$ cat src/rtl/sync_sp_ram.sv
// ---------------------------------------------------------------------------
// sync_sp_ram - synchronous single-port RAM with byte enables, registered
// read data and a hardware clear engine.
//
// After reset (or a clear_in pulse while idle) the clear engine walks every
// word and writes zero, one word per cycle. Accesses are accepted only in
// IDLE.
//
// Optional build macro:
//   SPRAM_OUTREG_EN - adds one extra register stage on rdata_out/rvalid_out
//                     (read latency 2 instead of 1).
//
// Ports:
//   clk_in      clock, rising edge
//   rst_in      synchronous active-high reset
//   req_in      access request, accepted when req_in && ready_out
//   we_in       1 = write, 0 = read
//   addr_in     word address
//   be_in       per-byte write enables
//   wdata_in    write data
//   clear_in    pulse: start a full clear (ignored while clearing)
//   ready_out   accesses accepted (IDLE)
//   busy_out    clear engine running
//   rvalid_out  one-cycle read strobe
//   rdata_out   read data, holds the last read value
// ---------------------------------------------------------------------------

// One byte lane: storage plus its slice of the registered read port.
module sync_sp_ram_lane #(
    parameter int ADDR_WIDTH = 3
) (
    input  logic                  clk_in,
    input  logic                  rst_in,
    input  logic                  i_we,
    input  logic                  i_re,
    input  logic [ADDR_WIDTH-1:0] i_addr,
    input  logic [7:0]            i_wdata,
    output logic [7:0]            o_rdata
);
    localparam int DEPTH = 2 ** ADDR_WIDTH;

    logic [7:0] r_mem [DEPTH];
    logic [7:0] r_rdata;

    // Storage is not reset; the clear engine zeroes it after reset.
    always_ff @(posedge clk_in) begin
        if (i_we) r_mem[i_addr] <= i_wdata;
    end

    always_ff @(posedge clk_in) begin
        if (rst_in)    r_rdata <= 8'h00;
        else if (i_re) r_rdata <= r_mem[i_addr];
    end

    assign o_rdata = r_rdata;
endmodule

module sync_sp_ram #(
    parameter int DATA_WIDTH = 16,
    parameter int ADDR_WIDTH = 3
) (
    input  logic                    clk_in,
    input  logic                    rst_in,
    input  logic                    req_in,
    input  logic                    we_in,
    input  logic [ADDR_WIDTH-1:0]   addr_in,
    input  logic [DATA_WIDTH/8-1:0] be_in,
    input  logic [DATA_WIDTH-1:0]   wdata_in,
    input  logic                    clear_in,
    output logic                    ready_out,
    output logic                    busy_out,
    output logic                    rvalid_out,
    output logic [DATA_WIDTH-1:0]   rdata_out
);
    localparam int NUM_LANES = DATA_WIDTH / 8;

    typedef enum logic {ST_CLEAR, ST_IDLE} state_t;

    state_t                r_state, w_state_nxt;
    logic [ADDR_WIDTH-1:0] r_cnt, w_cnt_nxt;

    always_ff @(posedge clk_in) begin
        if (rst_in) begin
            r_state <= ST_CLEAR;
            r_cnt   <= '0;
        end else begin
            r_state <= w_state_nxt;
            r_cnt   <= w_cnt_nxt;
        end
    end

    always_comb begin
        w_state_nxt = r_state;
        w_cnt_nxt   = r_cnt;
        case (r_state)
            ST_CLEAR: begin
                w_cnt_nxt = r_cnt + ADDR_WIDTH'(1);
                if (r_cnt == {ADDR_WIDTH{1'b1}}) w_state_nxt = ST_IDLE;
            end
            ST_IDLE: begin
                if (clear_in) begin
                    w_state_nxt = ST_CLEAR;
                    w_cnt_nxt   = '0;
                end
            end
            default: w_state_nxt = ST_CLEAR;
        endcase
    end

    logic w_idle, w_acc, w_rd, w_wr, w_clr_wr;

    assign w_idle    = (r_state == ST_IDLE);
    assign ready_out = w_idle;
    assign busy_out  = ~w_idle;

    // Nothing touches the array on a reset edge; the clear restarts cleanly.
    assign w_acc    = req_in & w_idle & ~rst_in;
    assign w_rd     = w_acc & ~we_in;
    assign w_wr     = w_acc & we_in;
    assign w_clr_wr = ~w_idle & ~rst_in;

    logic [ADDR_WIDTH-1:0]      w_lane_addr;
    logic [NUM_LANES-1:0][7:0]  w_lane_rdata;

    assign w_lane_addr = w_clr_wr ? r_cnt : addr_in;

    genvar g;
    generate
        for (g = 0; g < NUM_LANES; g++) begin : g_lane
            sync_sp_ram_lane #(.ADDR_WIDTH(ADDR_WIDTH)) u_lane (
                .clk_in  (clk_in),
                .rst_in  (rst_in),
                .i_we    (w_clr_wr | (w_wr & be_in[g])),
                .i_re    (w_rd),
                .i_addr  (w_lane_addr),
                .i_wdata (w_clr_wr ? 8'h00 : wdata_in[g*8 +: 8]),
                .o_rdata (w_lane_rdata[g])
            );
        end
    endgenerate

`ifdef SPRAM_OUTREG_EN
    // Extra output stage; it keeps shifting while the clear runs so an
    // in-flight read still completes.
    logic [2:1]            r_vld_pipe;
    logic [DATA_WIDTH-1:0] r_rdata_q;

    always_ff @(posedge clk_in) begin
        if (rst_in) begin
            r_vld_pipe <= '0;
            r_rdata_q  <= '0;
        end else begin
            r_vld_pipe <= {r_vld_pipe[1], w_rd};
            if (r_vld_pipe[1]) r_rdata_q <= w_lane_rdata;
        end
    end

    assign rvalid_out = r_vld_pipe[2];
    assign rdata_out  = r_rdata_q;
`else
    logic [1:1] r_vld_pipe;

    always_ff @(posedge clk_in) begin
        if (rst_in) r_vld_pipe <= '0;
        else        r_vld_pipe <= w_rd;
    end

    assign rvalid_out = r_vld_pipe[1];
    assign rdata_out  = w_lane_rdata;
`endif
endmodule

$ cat config.mk
export PLATFORM = sky130hd
export DESIGN_NAME = sync_sp_ram
export DESIGN_NICKNAME = d
export VERILOG_FILES = /design/src/rtl/sync_sp_ram.sv
export SDC_FILE = /design/constraint.sdc
export NUM_CORES = 1
export LEC_CHECK = 0
export ABC_AREA = 0
export ABC_CLOCK_PERIOD_IN_PS = 3100
export BUFFER_PORTS_ARGS = -buffer_cell sky130_fd_sc_hd__buf_2
export CAP_MARGIN = 20
export CORE_MARGIN = 5
export CORE_UTILIZATION = 55
export DETAILED_ROUTE_END_ITERATION = 8
export HOLD_SLACK_MARGIN = 0.15
export PLACE_DENSITY = 0.74
export SLEW_MARGIN = 30
export SYNTH_ARGS = -nofsm -noshare
export SYNTH_HDL_FRONTEND = slang
export SYNTH_HIERARCHICAL = 1
export SYNTH_SLANG_ARGS = --single-unit
$ cat constraint.sdc
create_clock -name clk_in -period 3.1 [get_ports clk_in]
set_clock_uncertainty 0.2 [all_clocks]
set_input_delay 0.62 -clock clk_in [delete_from_list [all_inputs] [get_ports clk_in]]
set_output_delay 0.62 -clock clk_in [all_outputs]
set_load 0.02 [all_outputs]
==> out/metrics.yaml <==
timing:
  setup_viol_count_final: 0
  finalCritPeriodShare_pct: 77.40
  hold_violations: 0
  slew-limit-headroom_pct: 52.53
  rsz0062_at_grt: "false"
  fin_crit_ps: 2399
  setup_tns_ps: 0
  fmax_mhz: 416.8
  drv_slew: 0
  hold_slack_ps: 201.9
  worst_pin_slew_ps: 709.5
cts:
  clk_latency_ps: 530
  cts_max_level: 4
  max-clock-path-buffers: 2
  cts-root-buf: "clkbuf_8"
  numCtsBuffers: 17
  cts.sinks: 149
  clk_transition_reported_paths_ps: 60
  post_cts_buffers: 0
  tritoncts: "yes"
floorplan:
  io_pins: 45
  rows: 38
  initial_core_util_pct: 55.69
  die_h_um: 114.5
  core_mm2: 0.01079
  die_area_mm2: 0.01312
  die_w_um: 114.5
finish:
  areaGrowthSynthToFinish_pct: 16.03
  diodes: 0
  fin_area_mm2: 0.006974
  drive_gt1_share_pct: 22.25
  nNetsFinal: 496
  final_util_pct: 64.62
global_route:
  antenna_found_initial: 0
  grt_pass1_wl_mm: 19.12
  grt_use_total_pct: 20.00
  gr-total-overflow: 0
  grt_pass1_vias: 3601
  grt_max_degree: 33
routing:
  viasPerCell: 5.594
  via_count: 3474
  wl_per_cell_um: 19.76
  drt-pass1-iter-count: 4
  drcViolationCount: 0
  drt_iter0_drc: 203
  ant_nets: 0
  wl_mm: 12.27
power:
  vdd_drop_max_mv: 0.3590
  p_per_area_mw_per_mm2: 629.2
  p_leak_nw: 2.590
  p_total_mw: 4.388
logic_synthesis:
  synth_cell_types: 30
  yosys_register_bits: 149
  yosysMostFrequentCell: "edfxtp_1"
  synth_top_area_share_pct: 63.95
  ys_top_cells_by_area: "edfxtp_1 (64%), mux2i_1 (11%), dfxtp_1 (7.0%), nor2_1 (3.7%), o31a_1 (2.3%)"
  syn_area_mm2: 0.006011
  async_flop_share_pct: 0
  synth_nets: 428
  yosysSeqAreaShare_pct: 70.94
  synth_flop_cell: "edfxtp_1"
  syn_inst: 400
  synth.avg_cell_area_um2: 15.03
  synth_edf_count: 128
  yosysWarningCount: 6
  synth_common_cells: "edfxtp_1 (128), mux2i_1 (64), nor2_1 (60)"
  yosysTopAreaCell: "edfxtp_1"
min_path:
  hold_class: "primary input to flip-flop"
  hold_depth: 2
  min_from: "req_in"
  whs_endpoint: "rvalid_out"
setup_path:
  worst-setup-path-type: "flip-flop to flip-flop"
  r2r_end: "g_lane[1].u_lane/r_mem[1][4]"
  start_kind: "flip-flop"
  r2r-start: "ready_out"
  cp.required_ps: 3140
  rrSetupSlack_ps: 700
  cp_max_fo: 18
  crit_path_end_kind: "flip-flop"
  arrival_ps: 2440
  r2r_cells: 6
placed_design:
  place_area_mm2: 0.006431
  place.gp.congestion: 0.7890
  port_buffers: 44
  hpwl_mm: 7.786
flow_run:
  max_cap_violations: 0
outcome:
  status: "complete, no violations"
==> cells in the final DEF (no fill, tap or decap), types with 2 or more instances in the layout <==
cell and n:
a21oi_1 2, a32o_1 2, and2b_1 8, buf_2 44, buf_4 24, clkbuf_16 16, clkbuf_8 2, clkinv_2 2
clkinv_4 3, clkinvlp_4 4, dfxtp_1 21, edfxtp_1 128, ha_1 2, inv_1 2, inv_6 4, mux2_4 2
mux2i_1 64, nand2_1 6, nand2b_1 10, nand3_1 2, nor2_1 60, nor2b_1 10, nor3_1 5, o21ai_0 16
o22ai_1 16, o31a_1 16, or2_2 2
==> registers in the layout, summed over array words and instances (netlist names) <==
name,cells
g_lane.u_lane/r_mem,128
ready_out,1
g_lane.u_lane/o_rdata,16
rvalid_out,1
r_cnt,3
==> power by group <==
group / switching (mW) / internal [mW] / leakage, nW
Clock: 0.808 / 1.01 / 0.252
Combinational: 0.200 / 0.118 / 0.986
Sequential: 0.0139 / 2.23 / 1.35
==> routing by layer <==
layer,GRT usage [%],vias up,share of wire (%)
met3,5.655,17,7.0
li1,-,1644,-
met2,30.97,116,48
met5,0,-,0
met1,26.53,1697,43
met4,8.630,0,1.4
==> layout make-up <==
| class | count | area, um^2 |
|---|---|---|
| Clock buffer | 19 | 431.7 |
| Clock inverter | 13 | 101.3 |
| Fill cell | 758 | 3819 |
| Inverter | 2 | 7.507 |
| Multi-Input combinational cell | 229 | 1584 |
| Sequential cell | 149 | 4264 |
| Tap cell | 140 | 175.2 |
| Timing Repair Buffer | 69 | 410.4 |
==> logic make-up (layout without fill, tap and decap cells) <==
family / count (synthesis) / count (layout) / synth area share, %
flip-flops: 149 / 149 / 70.94
AND/OR/NAND/NOR: 106 / 106 / 8.389
multiplexers: 67 / 67 / 11.34
AO/OA/AOI/OAI: 54 / 54 / 6.099
buffers and inverters: 22 / 103 / 2.810
adder cells (fa/ha/maj): 2 / 2 / 0.4163
==> through the flow <==
stage,instances,worst slack [ps]
after floorplan,400,343.1
after global placement,588,418.5
after detailed placement,588,339.3
after CTS,621,681.3
after global routing,621,559.7
final,621,700.5
==> how the worst max path moves through the flow <==
stage | startpoint | cells past startpoint | slack, ps | endpoint
global route | ready_out | 6 | 560 | g_lane[1].u_lane/r_mem[1][4]
CTS | ready_out | 6 | 680 | g_lane[1].u_lane/r_mem[1][4]
detailed placement | rst_in | 7 | 340 | g_lane[1].u_lane/r_mem[1][4]
floorplan | rst_in | 6 | 340 | g_lane[0].u_lane/r_mem[4][0]
global placement | rst_in | 7 | 420 | g_lane[1].u_lane/r_mem[1][6]
finish | ready_out | 6 | 700 | g_lane[1].u_lane/r_mem[1][4]
==> repair_timing <==
| item | 4_1_cts | 5_1_grt |
|---|---|---|
| hold buffers | 1 | 0 |
| setup endpoints to repair | 0 | 0 |
| hold endpoints to repair | 1 | 0 |
| gates resized for setup | 0 | 0 |
==> critical path, stage by stage (launching register included) <==
cell and delay, ps:
dfxtp_1 380, nor2_2 200, buf_4 230, mux2_4 400, nand2b_1 180, nor2_1 300
buf_4 220
Power figures use the tool's default switching activity.
